`config.mk`:
```
export PLATFORM = sky130hd
export DESIGN_NAME = mem_arbiter
export DESIGN_NICKNAME = d
export VERILOG_FILES = /design/src/rtl/mem_pkg.sv /design/src/rtl/mem_arb_pick.sv /design/src/rtl/mem_arbiter.sv
export SDC_FILE = /design/constraint.sdc
export NUM_CORES = 1
export LEC_CHECK = 0
export BUFFER_PORTS_ARGS = -buffer_cell sky130_fd_sc_hd__buf_4
export CORE_AREA = 2 2 344 346
export DETAILED_ROUTE_END_ITERATION = 7
export DIE_AREA = 0 0 346 348
export SYNTH_ARGS = -nofsm -noshare
export SYNTH_HDL_FRONTEND = slang
export SYNTH_SLANG_ARGS = --single-unit
```
`constraint.sdc`:
```
create_clock -name clk -period 1.3 [get_ports clk]
set_input_delay 0.26 -clock clk [delete_from_list [all_inputs] [get_ports clk]]
set_output_delay 0.26 -clock clk [all_outputs]
set_load 0.05 [all_outputs]
```
`src/rtl/mem_pkg.sv`:
```
// Main-memory bus types shared by the caches, the memory model and mem_arbiter.
// Arbiter additions: arb_state_t, NUM_MEM_REQ and a grant one-hot helper.
package mem_pkg;

    localparam int unsigned MEM_ADDR_W  = 32;
    localparam int unsigned MEM_DATA_W  = 128;
    localparam int unsigned NUM_MEM_REQ = 2;

    typedef struct packed {
        logic                  Valid;
        logic                  Wen;
        logic [MEM_ADDR_W-1:0] Addr;
        logic [MEM_DATA_W-1:0] WriteD;
    } MInput;

    typedef struct packed {
        logic                  Ready;
        logic [MEM_DATA_W-1:0] ReadD;
    } MOutput;

    typedef enum logic {
        ARB_IDLE,
        ARB_BUSY
    } arb_state_t;

    function automatic logic [NUM_MEM_REQ-1:0] owner_onehot(input logic owner);
        logic [NUM_MEM_REQ-1:0] oh;
        oh        = '0;
        oh[owner] = 1'b1;
        return oh;
    endfunction

endpackage

```
`src/rtl/mem_arb_pick.sv`:
```
// Combinational winner select for mem_arbiter; winner=1 means requester 1.
// MEM_ARB_RR_EN selects strict round-robin, otherwise fixed priority with starvation guard.
module mem_arb_pick
    import mem_pkg::*;
`ifndef MEM_ARB_RR_EN
#(
    parameter int unsigned STARVE_LIMIT = 4,
    parameter int unsigned CNT_W        = 3
)
`endif
(
    input  logic [NUM_MEM_REQ-1:0] valid,
`ifdef MEM_ARB_RR_EN
    input  logic                   last_q,
`else
    input  logic [CNT_W-1:0]       starve_cnt,
`endif
    output logic                   winner
);

`ifdef MEM_ARB_RR_EN
    always_comb begin
        if (&valid) begin
            winner = !last_q;
        end else begin
            winner = valid[1];
        end
    end
`else
    localparam logic [CNT_W-1:0] LIMIT = CNT_W'(STARVE_LIMIT);

    // Requester 1 wins unless requester 0 is alone or has waited out the limit.
    always_comb begin
        winner = !(valid[0] && (!valid[1] || (starve_cnt >= LIMIT)));
    end
`endif

endmodule

```
`src/rtl/mem_arbiter.sv`:
```
// mem_arbiter: shares the main-memory port between the I-cache (req 0) and the D-cache (req 1).
// Define MEM_ARB_RR_EN for strict round-robin; default is fixed priority with a starvation guard.
module mem_arbiter
    import mem_pkg::*;
#(
    parameter int unsigned STARVE_LIMIT = 4,
    parameter int unsigned CNT_W        = 3
) (
    input  logic                   clk,
    input  logic                   rst_n,
    input  MInput                  req0_i,
    output MOutput                 rsp0_o,
    input  MInput                  req1_i,
    output MOutput                 rsp1_o,
    output MInput                  mem_o,
    input  MOutput                 mem_i,
    output logic [NUM_MEM_REQ-1:0] grant_o
);

    arb_state_t             state_q;
    arb_state_t             state_d;
    logic                   owner_q;
    logic                   owner_d;
    logic                   winner;
    logic                   fwd_ready;
    logic [NUM_MEM_REQ-1:0] valid;
    MInput                  owner_req;

    assign valid     = {req1_i.Valid, req0_i.Valid};
    assign owner_req = owner_q ? req1_i : req0_i;

`ifdef MEM_ARB_RR_EN
    logic last_q;
    logic last_d;

    mem_arb_pick u_pick (
        .valid  (valid),
        .last_q (last_q),
        .winner (winner)
    );
`else
    localparam logic [CNT_W-1:0] LIMIT = CNT_W'(STARVE_LIMIT);

    logic [CNT_W-1:0] starve_cnt;
    logic [CNT_W-1:0] starve_d;

    mem_arb_pick #(
        .STARVE_LIMIT (STARVE_LIMIT),
        .CNT_W        (CNT_W)
    ) u_pick (
        .valid      (valid),
        .starve_cnt (starve_cnt),
        .winner     (winner)
    );
`endif

    always_ff @(posedge clk or negedge rst_n) begin
        if (!rst_n) begin
            state_q    <= ARB_IDLE;
            owner_q    <= 1'b0;
`ifdef MEM_ARB_RR_EN
            last_q     <= 1'b1;
`else
            starve_cnt <= '0;
`endif
        end else begin
            state_q    <= state_d;
            owner_q    <= owner_d;
`ifdef MEM_ARB_RR_EN
            last_q     <= last_d;
`else
            starve_cnt <= starve_d;
`endif
        end
    end

    always_comb begin
        state_d  = state_q;
        owner_d  = owner_q;
`ifdef MEM_ARB_RR_EN
        last_d   = last_q;
`else
        starve_d = starve_cnt;
`endif
        unique case (state_q)
            ARB_IDLE: begin
                if (|valid) begin
                    state_d = ARB_BUSY;
                    owner_d = winner;
`ifdef MEM_ARB_RR_EN
                    last_d  = winner;
`endif
                end
`ifndef MEM_ARB_RR_EN
                // A waiting requester 0 always implies a grant this cycle.
                if (!req0_i.Valid || !winner) begin
                    starve_d = '0;
                end else if (starve_cnt < LIMIT) begin
                    starve_d = starve_cnt + 1'b1;
                end
`endif
            end
            ARB_BUSY: begin
                if (mem_i.Ready || !owner_req.Valid) begin
                    state_d = ARB_IDLE;
                end
            end
            default: state_d = ARB_IDLE;
        endcase
    end

    always_comb begin
        mem_o        = '0;
        rsp0_o       = '0;
        rsp1_o       = '0;
        grant_o      = '0;
        fwd_ready    = 1'b0;
        rsp0_o.ReadD = mem_i.ReadD;
        rsp1_o.ReadD = mem_i.ReadD;
        if (state_q == ARB_BUSY) begin
            mem_o        = owner_req;
            grant_o      = owner_onehot(owner_q);
            fwd_ready    = mem_i.Ready && owner_req.Valid;
            rsp0_o.Ready = fwd_ready && !owner_q;
            rsp1_o.Ready = fwd_ready && owner_q;
        end
    end

    grant_onehot: assert property (@(posedge clk) disable iff (!rst_n) $onehot0(grant_o));

endmodule

```
==> reports/qor.txt, run 1 <==
outcome = finished with violations
failing checks = negative setup slack
Fin Hold WS = 0.220 ns
Post-Syn Instances = 642
Cell Area, Synth = 0.00472 mm²
crit path from = owner_q$_DFFE_PN0P_
number of antenna violations at the first check in global routing = 33
CP Max Fanout = 21
drc violations = 0
Total Wirelength = 53800 µm
HP Class = in -> reg
Tmin final = 1.95 ns
Iteration-0 DRC Markers = 196
Synth Warn # = 0
Initial Util = 0.0403
Clock Tree Buf Depth = 2
pin count of the biggest net entering global routing = 31
fin util = 0.0933
P_int = 6.66 mW
most frequent cells in the layout = 517 x buf_4, 140 x nor2_4, 113 x mux2i_2
switching power = 8.79 mW
detailed-route via count = 5594
non-filler cells, final = 2463
nets = 1381
area grow syn2layout = 131%
RSZ-0062 raised after global routing = yes
crit end category = output port
top cell type by total area after synthesis = buf_4
Worst Path Class, Setup = reg -> out
PnR Total Power = 15.4 mW
syn_area_per_cell = 7.35 µm²
num ports = 877
setup ws final = -0.650 ns
Hold Crit Start = mem_i[128]
total global routing overflow = 0
DR vias/cell = 2.27
max_slew headroom = 0.793
count of final hold-check violations = 0
Placed Cells = 2450
Worst Path Required = 1.04 ns
Tightest Pin Transition = 0.311 ns
final-report setup violation count = 167
DP HPWL = 50100 µm
number of synthesized register bits = 5
TritonCTS clock tree = yes
synth top area cells = buf_4 41%, mux2i_1 34%, nor2_1 13%
clk slew on worst S/H paths = 0.03 ns
TritonCTS Buffers = 3
power per cell area = 1420 mW/mm²
fillcell total = 13600
post-synth top area share = 0.407
crit path launch type = flop
worst clock skew = 0.000330 ns
combinational share of power = 0.952
Port Buf Inserts = 492
Max VDD drop = 0.869 mV
Clk pwr share = 0.033
sw frac = 0.569
Root Driver = clkbuf_16
Clock Latency Late Sink = 0.23 ns
Reg power frac = 0.015
DRT Pass-1 Iters = 4
Static Leakage = 4.32 nW
die area = 0.120 mm²
syn nets = 1098
vias in the first global route = 5966
row count = 126
share of cells above drive strength 1 = 0.924
Overall Global Routing Usage = 0.0854
Netlist cell types = 20
max-slew violations = 0
Seq/Total Area, Yosys = 0.0265
H-tree depth = 1
Max Cap Viol = 0
Routed WL per cell = 21.9 µm
fin crit share = 1.50
FMAX = 513 MHz
Die X = 346 µm
R2R Path Start = owner_q$_DFFE_PN0P_
Die Height = 348 µm
RePlAce Congestion = 0.800
first-pass GRT wire length = 66200 µm
commonest non-fill, non-tap cell in the layout = buf_4
Arr. time, crit path = 1.69 ns
antenna-violating nets left = 0
core area = 0.117 mm²
Sink Count = 5
synth_stat cells, drive strengths merged:
master  instances
clkbuf          9
o21ai           3
nor2b           1
mux2i         162
o22ai           1
inv             1
and3            2
dfrtp           5
or2             1
nand2           4
nand3b          1
buf           283
a32o            1
ha              1
nor2          163
nand2b          3
and2            1
critical path, stage by stage, from the launching register on:
cell and delay [ns]:
dfrtp_4 0.43, buf_12 0.19, buf_16 0.23, mux2i_1 0.30, nor2_4 0.04, buf_4 0.19
cell type report:
class / instances / area, µm² / share of cell area
tap: 1536 / 1920 / 0.176
timing repair buffer: 570 / 4740 / 0.435
sequential: 5 / 130 / 0.0119
inverter: 1 / 11.3 / 0.00103
clock buffer: 4 / 78.8 / 0.00722
antenna: 3 / 7.51 / 0.000688
multi-input combinational: 344 / 4020 / 0.368
per-stage QoR:
| stage | setup WS [ns] | instance area [µm²] | setup TNS (ns) |
|---|---|---|---|
| global placement | -0.512 | 9970 | -52.20 |
| finish | -0.650 | 10900 | -92.57 |
| CTS | -0.650 | 10800 | -94.43 |
| detailed placement | -0.544 | 9970 | -54.16 |
| floorplan | -0.446 | 5780 | -23.76 |
| global route | -0.698 | 10900 | -101.67 |
cells by family after synthesis:
| family | after synthesis | synth area share |
|---|---|---|
| compound gates | 5 | 0.00663 |
| flops | 5 | 0.0265 |
| fa+ha+maj | 1 | 0.00265 |
| buf+inv | 293 | 0.476 |
| mux | 162 | 0.344 |
| simple gates | 176 | 0.145 |
registers in the layout, indices dropped and copies added, names as in the netlist:
name        flops
owner_q         1
state_q         1
starve_cnt      3
what timing repair did:
item	4_1_cts	5_1_grt
endpoints found under the setup margin	167	168
gates cloned	2	0
pin swaps	0	0
hold endpoints to repair	5	0
resized for setup	158	25
hold buffers	1	0
buffers inserted	3	0
metal layers:
metal  part of all wire  vias up  track usage
li1                   -     2388            -
met1               0.46     2445        0.115
met2               0.39      709        0.118
met3               0.14       44       0.0481
met4              0.010        8       0.0102
met5             0.0028        -      0.00880
power by group through the flow:
stage	clock [mW]	sequential (mW)	combinational, mW
floorplan	0	0.209	11.2
global placement	0	0.231	13.3
detailed placement	0	0.233	13.3
CTS	0.514	0.234	14.6
global route	0.529	0.237	15.3
finish	0.508	0.233	14.7
final timing paths:
path	endpoint	slack [ns]	cells past startpoint
max	mem_o[4]	-0.65	5
min	state_q$_DFF_PN0_	0.22	2
max reg2reg	state_q$_DFF_PN0_	0	4
min reg2reg	starve_cnt[1]$_DFFE_PN0P_	0.48	2
max in group asynchronous	owner_q$_DFFE_PN0P_	0.66	2
min in group asynchronous	starve_cnt[0]$_DFFE_PN0P_	0.52	2
Power figures use the tool's default switching activity.
==> run 2: changes to the inputs <==
- CELL_PAD_IN_SITES_DETAIL_PLACEMENT: not set -> 0
- CELL_PAD_IN_SITES_GLOBAL_PLACEMENT: not set -> 1
- CORE_AREA: 2 2 344 346 -> 2 2 339 341
- DIE_AREA: 0 0 346 348 -> 0 0 341 343
- PLACE_DENSITY_LB_ADDON: not set -> 0.1
- SYNTH_HIERARCHICAL: not set -> 1
==> run 2 against run 1 <==
Effect of this change:
- the flow still finishes with violations (negative setup slack)
- critical path depth grew 1
- cell count shrank 1.9%
- via count shrank 7.3%
- combinational power shrank 3%
- critical path type unchanged
==> reports/qor.txt, run 2 <==
Clock Tree Buf Depth = 2 (unchanged)
TritonCTS Buffers = 3 (unchanged)
core area = 0.113 mm² (-3.0%)
design area = 0.0114 mm² (+4.1%)
Tmin final = 1.96 ns (+0.0132 ns)
pin count of the biggest net entering global routing = 41 (+32%)
H-tree depth = 1 (unchanged)
crit path launch type = flop
number of synthesized register bits = 5 (unchanged)
CP Max Fanout = 13 (-38%)
number of synthesized flops with an enable pin = 0 (unchanged)
Placed Cells = 2395 (-2.2%)
final-report setup violation count = 169 (+1.2%)
max-slew violations = 0 (unchanged)
outcome = finished with violations
HP Class = in -> reg
fin crit share = 1.51 (+0.0101)
area grow syn2layout = 118%
RePlAce Congestion = 0.717 (-10%)
Die X = 341 µm (-1.4%)
FMAX = 509 MHz (-0.67%)
share of cells above drive strength 1 = 0.914 (-0.0104)
Iteration-0 DRC Markers = 73 (-63%)
Clock Latency Late Sink = 0.23 ns (about the same)
delay of the slowest critical-path stage = 0.48 ns (+0.05 ns)
fillcell total = 13100 (-3.7%)
setup_tns = -97.50 ns (-4.93 ns)
synth top area cells = buf_4 37%, mux2i_1 31%, nor2b_1 20%
row count = 124 (-1.6%)
RSZ-0062 raised after global routing = yes
Worst Path Required = 1.04 ns (about the same)
Worst Path Class, Setup = reg -> out
non-filler cells, final = 2417 (-1.9%)
setup ws final = -0.663 ns (-0.0132 ns)
CP cell instances = buf_12, buf_16, buf_12, mux2i_1, nor2b_2, buf_6
Sink Count = 5 (unchanged)
Max Cap Viol = 0 (unchanged)
die area = 0.117 mm² (-2.9%)
Root Driver = clkbuf_16
Static Leakage = 5.00 nW (+16%)
Die Height = 343 µm (-1.4%)
detailed-route via count = 5184 (-7.3%)
count of final hold-check violations = 0 (unchanged)
GR Layer Usage met1 = 0.0571 (-0.0583)
asr flop ratio synth = 1.00 (unchanged)
Hold Path Stages = 2 (unchanged)
Routed WL per cell = 13.2 µm (-40%)
most frequent cells in the layout = 444 x buf_4, 100 x nor2b_4, 72 x buf_6
worst clock skew = 0.00701 ns (+0.00668 ns)
power per cell area = 1330 mW/mm² (-5.8%)
grt met3 use = 0.0396 (-0.00851)
Tightest Pin Transition = 0.281 ns (-0.0300 ns)
Multi-input gate area = 0.00442 mm² (+10%)
Post-synth top flop = dfrtp_1
Top reg by flops = starve_cnt
syn nets = 1102 (+0.36%)
Port Buf Inserts = 492 (unchanged)
num ports = 877 (unchanged)
Overall Global Routing Usage = 0.0502 (-0.0352)
Post-Syn Instances = 646 (+0.62%)
number of cells on the worst reg-to-reg path = 4 (unchanged)
Netlist cell types = 24 (+20%)
max_slew headroom = 0.813 (+0.0200)
commonest non-fill, non-tap cell in the layout = buf_4
syn_area_per_cell = 8.07 µm² (+9.8%)
failing checks = negative setup slack
post-synth top area share = 0.371 (-0.0359)
DRT Pass-1 Iters = 4 (unchanged)
Initial Util = 0.0460 (+0.00565)
number of antenna violations at the first check in global routing = 1 (-97%)
top flop regs = starve_cnt (3), owner_q (1), state_q (1)
nets = 1362 (-1.4%)
synth cell count leaders = 258 x buf_4, 163 x nor2b_1, 162 x mux2i_1
Ant. Diodes = 0 (-3)
Placement Setup Slack = -0.526 ns (+0.0181 ns)
clk slew on worst S/H paths = 0.04 ns (about the same)
crit end category = output port
Reg area = 133 µm² (+1.9%)
DR vias/cell = 2.14 (-5.6%)
DP HPWL = 26900 µm (-46%)
drc violations = 0 (unchanged)
Seq/Total Area, Yosys = 0.0240 (-0.00252)
max FFs per register = 3 (unchanged)
top cell type by total area after synthesis = buf_4
placed cell area = 0.00989 mm² (-0.79%)
Cell Area, Synth = 0.00522 mm² (+11%)
vias in the first global route = 5642 (-5.4%)
GRT busiest layer = met2
Arr. time, crit path = 1.70 ns (about the same)
Critical Path Slowest Stage Cell = dfrtp_4
Total Wirelength = 32000 µm (-41%)
antenna-violating nets left = 0 (unchanged)
Max VDD drop = 0.426 mV (-51%)
TritonCTS clock tree = yes
PnR Total Power = 15.1 mW (-2.0%)
most used cell, CP = buf_12
total global routing overflow = 0 (unchanged)
first-pass GRT wire length = 43100 µm (-35%)
GRT met2 Usage = 0.0766 (-0.0418)
top-count cell post-synth = buf_4
Synth Warn # = 6 (+6)
[run 2: changes by cell type after synthesis, sizes merged, moves of 2 or more]
cell	previous run	this run
a21oi	0	2
buf	283	278
clkbuf	9	16
nand2b	3	1
nand4	0	2
nor2	163	0
nor2b	1	163
o211ai	0	2
[run 2: worst paths after layout]
| path | slack (ns) | start | endpoint |
|---|---|---|---|
| min in group asynchronous | 0.41 | rst_n | starve_cnt[1]$_DFFE_PN0P_ |
| max reg2reg | -0.13 | state_q$_DFF_PN0_ | starve_cnt[1]$_DFFE_PN0P_ |
| max in group asynchronous | 0.75 | rst_n | owner_q$_DFFE_PN0P_ |
| min reg2reg | 0.57 | starve_cnt[1]$_DFFE_PN0P_ | starve_cnt[1]$_DFFE_PN0P_ |
| min | 0.27 | mem_i[128] | state_q$_DFF_PN0_ |
| max | -0.66 | owner_q$_DFFE_PN0P_ | mem_o[70] |
[run 2: repair_timing]
| action | 4_1_cts | 5_1_grt |
|---|---|---|
| cloned | 2 | 3 |
| pin swaps | 0 | 2 |
| endpoints found under the setup margin | 170 | 169 |
| endpoints found under the hold margin | 5 | 0 |
| hold buffers | 1 | 0 |
| setup buffers | 4 | 9 |
| gates resized for setup | 158 | 96 |
[run 2: routing by layer]
layer / routed length (µm) / vias up
met2: 14000 / 524
met4: 93 / 2
met3: 5660 / 6
met1: 12200 / 2290
li1: - / 2362
met5: 13 / -
[run 2: critical path, delay by kind of cell (launching register included)]
family	cells	cell delay, ns
buf+inv	4	0.67
mux	1	0.12
simple gates	1	0.14
flops	1	0.48
[run 2: cells by family after synthesis]
kind of cell	Yosys count	synth area share
buf+inv	296	0.443
fa+ha+maj	1	0.00240
simple gates	174	0.209
mux	163	0.313
compound gates	7	0.00887
flops	5	0.0240
[run 2: where the power goes]
group          total [mW]  switching (mW)  internal [mW]
sequential          0.266          0.0546          0.211
clock               0.533           0.128          0.405
combinational        14.3            7.86           6.49
total                15.1            8.04           7.10
[run 2: area by class of cell]
class / instances / share of cell area
clock buffers: 3 / 0.00661
flip-flops and latches: 5 / 0.0117
clock inverters: 1 / 0.000441
repair buffers: 549 / 0.425
well taps: 1512 / 0.167
multi-input cells: 345 / 0.389
inverters: 2 / 0.000661
[run 2: stage by stage]
| step | utilization | hold WS [ns] |
|---|---|---|
| CTS | 0.0948 | 0.268 |
| finish | 0.100 | 0.270 |
| floorplan | - | -0.0356 |
| detailed placement | 0.0872 | 0.0878 |
| global placement | 0.0872 | 0.0908 |
| global route | 0.100 | 0.283 |
==> run 3: changes to the inputs <==
--- a/config.mk
+++ b/config.mk
@@ -13,3 +13,3 @@
 export DIE_AREA = 0 0 341 343
-export PLACE_DENSITY_LB_ADDON = 0.1
+export PLACE_DENSITY = 0.43
 export SYNTH_ARGS = -nofsm -noshare
--- a/constraint.sdc
+++ b/constraint.sdc
@@ -3,2 +3,2 @@
 set_output_delay 0.26 -clock clk [all_outputs]
-set_load 0.05 [all_outputs]
+set_load 0.1 [all_outputs]
==> run 3 against run 2 <==
Effect of this change:
- register-to-register slack gained 0.09 ns
- clock skew shrank 0.0067 ns
- largest power group unchanged
- sequential share of layout area shrank 0.12 points
- the run still ends with negative setup slack left
- cell area grew 11%
==> reports/qor.txt, run 3 (synthesized netlist as in run 2, its figures left out) <==
FMAX = 503 MHz (-1.4%)
Tightest Pin Transition = 0.264 ns (-0.0163 ns)
num ports = 877 (unchanged)
max-slew violations = 0 (unchanged)
RSZ-0062 raised after global routing = yes
max_slew headroom = 0.819 (+0.00585)
fillcell total = 12900 (-1.1%)
Root Driver = clkbuf_16
Port Buf Inserts = 492 (unchanged)
pin count of the biggest net entering global routing = 53 (+29%)
die area = 0.117 mm² (unchanged)
Fin Hold WS = 0.286 ns (+0.0163 ns)
crit end category = output port
final-report setup violation count = 168 (-0.59%)
Overall Global Routing Usage = 0.0514 (+0.00123)
Clock Latency Late Sink = 0.23 ns (about the same)
top flop regs = starve_cnt (3), owner_q (1), state_q (1)
Max Cap Viol = 0 (unchanged)
first-pass GRT wire length = 44300 µm (+2.7%)
H-tree depth = 1 (unchanged)
Clock Tree Buf Depth = 2 (unchanged)
DP HPWL = 28400 µm (+5.5%)
number of antenna violations at the first check in global routing = 2 (+1)
TritonCTS Buffers = 3 (unchanged)
r2r setup slk = -0.04 ns (+0.09 ns)
clk slew on worst S/H paths = 0.03 ns (about the same)
commonest non-fill, non-tap cell in the layout = buf_4
switching power = 12.4 mW (+54%)
Top reg by flops = starve_cnt
Worst Path Required = 1.04 ns (about the same)
CP Max Fanout = 15 (+2)
P_int = 8.79 mW (+24%)
total global routing overflow = 0 (unchanged)
Ant. Diodes = 0 (unchanged)
combinational share of power = 0.963 (+0.016)
power per cell area = 1680 mW/mm² (+26%)
Max VDD drop = 0.867 mV (+100%)
Total Wirelength = 33100 µm (+3.7%)
Die X = 341 µm (unchanged)
HP Class = in -> reg
failing checks = negative setup slack
count of final hold-check violations = 0 (unchanged)
drc violations = 0 (unchanged)
Arr. time, crit path = 1.73 ns (+0.03 ns)
fin crit share = 1.53 (+0.0208)
design area = 0.0126 mm² (+11%)
detailed-route via count = 5465 (+5.4%)
Clk pwr share = 0.024 (-0.011)
core area = 0.113 mm² (unchanged)
row count = 124 (unchanged)
crit path launch type = flop
area grow syn2layout = 142%
Iteration-0 DRC Markers = 73 (unchanged)
number of cells on the worst reg-to-reg path = 3 (-1)
Hold Path Stages = 2 (unchanged)
share of cells above drive strength 1 = 0.916 (+0.00249)
Reg power frac = 0.013 (-0.005)
most frequent cells in the layout = 364 x buf_4, 123 x buf_12, 109 x nor2b_4
Tmin final = 1.99 ns (+0.0270 ns)
placed cell area = 0.0100 mm² (+1.2%)
TritonCTS clock tree = yes
fin util = 0.111 (+0.0110)
DR vias/cell = 2.26 (+5.3%)
Static Leakage = 5.38 nW (+7.7%)
setup ws final = -0.690 ns (-0.0270 ns)
Sink Count = 5 (unchanged)
worst clock skew = 0.000305 ns (-0.00671 ns)
Initial Util = 0.0460 (unchanged)
nets = 1365 (+0.22%)
Worst Path Class, Setup = reg -> out
vias in the first global route = 6207 (+10%)
Placement Setup Slack = -0.534 ns (-0.00785 ns)
sw frac = 0.585 (+0.0542)
outcome = finished with violations
PnR Total Power = 21.2 mW (+40%)
RePlAce Congestion = 0.946 (+32%)
max FFs per register = 3 (unchanged)
Routed WL per cell = 13.7 µm (+3.5%)
antenna-violating nets left = 0 (unchanged)
Die Height = 343 µm (unchanged)
DRT Pass-1 Iters = 4 (unchanged)
## run 3: changes by cell type in the layout (fill, tap and decap cells not counted), moves of 13 or more
cell	change
buf_12	+112
buf_4	-80
buf_6	-40
buf_8	+16
mux2i_2	+15
mux2i_4	-13
## run 3: power by group through the flow
stage          Clock [mW]  Sequential, mW  Combinational (mW)
5_1_grt             0.527           0.280                21.1
3_5_place_dp            0           0.269                16.5
6_report            0.504           0.273                20.4
3_3_place_gp            0           0.265                16.5
4_1_cts             0.510           0.270                19.9
2_1_floorplan           0           0.230                16.7
## run 3: repair_timing
item	4_1_cts	5_1_grt
hold endpoints to repair	5	0
buffers inserted	2	2
pin swaps	0	2
cloned	1	1
hold buffers	1	0
endpoints found under the setup margin	168	169
gates resized for setup	491	79
## run 3: final cells by class
| class | count | area (µm²) | area share |
|---|---|---|---|
| repair buffers | 552 | 6120 | 0.485 |
| flip-flops and latches | 5 | 133 | 0.0105 |
| multi-input cells | 345 | 4380 | 0.347 |
| well taps | 1512 | 1890 | 0.150 |
| clock buffers | 4 | 78.8 | 0.00625 |
| inverters | 2 | 7.51 | 0.000595 |
## run 3: per-stage QoR
step	setup TNS, ns	instances
after floorplan	-77.12	646
after global placement	-66.03	2409
after detailed placement	-67.20	2409
after CTS	-98.60	2417
after global routing	-106.91	2420
final	-98.57	2420
## run 3: critical path: stages (launching register included)
cell and delay, ns:
dfrtp_4 0.50, buf_12 0.17, buf_16 0.21, mux2i_2 0.18, nor2b_4 0.20, buf_12 0.20
## run 3: path summary, 6_finish.rpt
| kind | from | end |
|---|---|---|
| setup / recovery | owner_q$_DFFE_PN0P_ | mem_o[13] |
| min in group asynchronous | rst_n | state_q$_DFF_PN0_ |
| hold / removal | mem_i[128] | state_q$_DFF_PN0_ |
| max in group asynchronous | rst_n | owner_q$_DFFE_PN0P_ |
| hold reg to reg | starve_cnt[0]$_DFFE_PN0P_ | starve_cnt[0]$_DFFE_PN0P_ |
| setup reg to reg | state_q$_DFF_PN0_ | owner_q$_DFFE_PN0P_ |
## run 3: layer usage
layer,vias up,global-route usage,share of wire
met3,24,0.0387,0.18
met5,-,0.00441,0.0017
met4,2,0.0113,0.022
met1,2425,0.0512,0.33
met2,655,0.0850,0.47
li1,2359,-,-
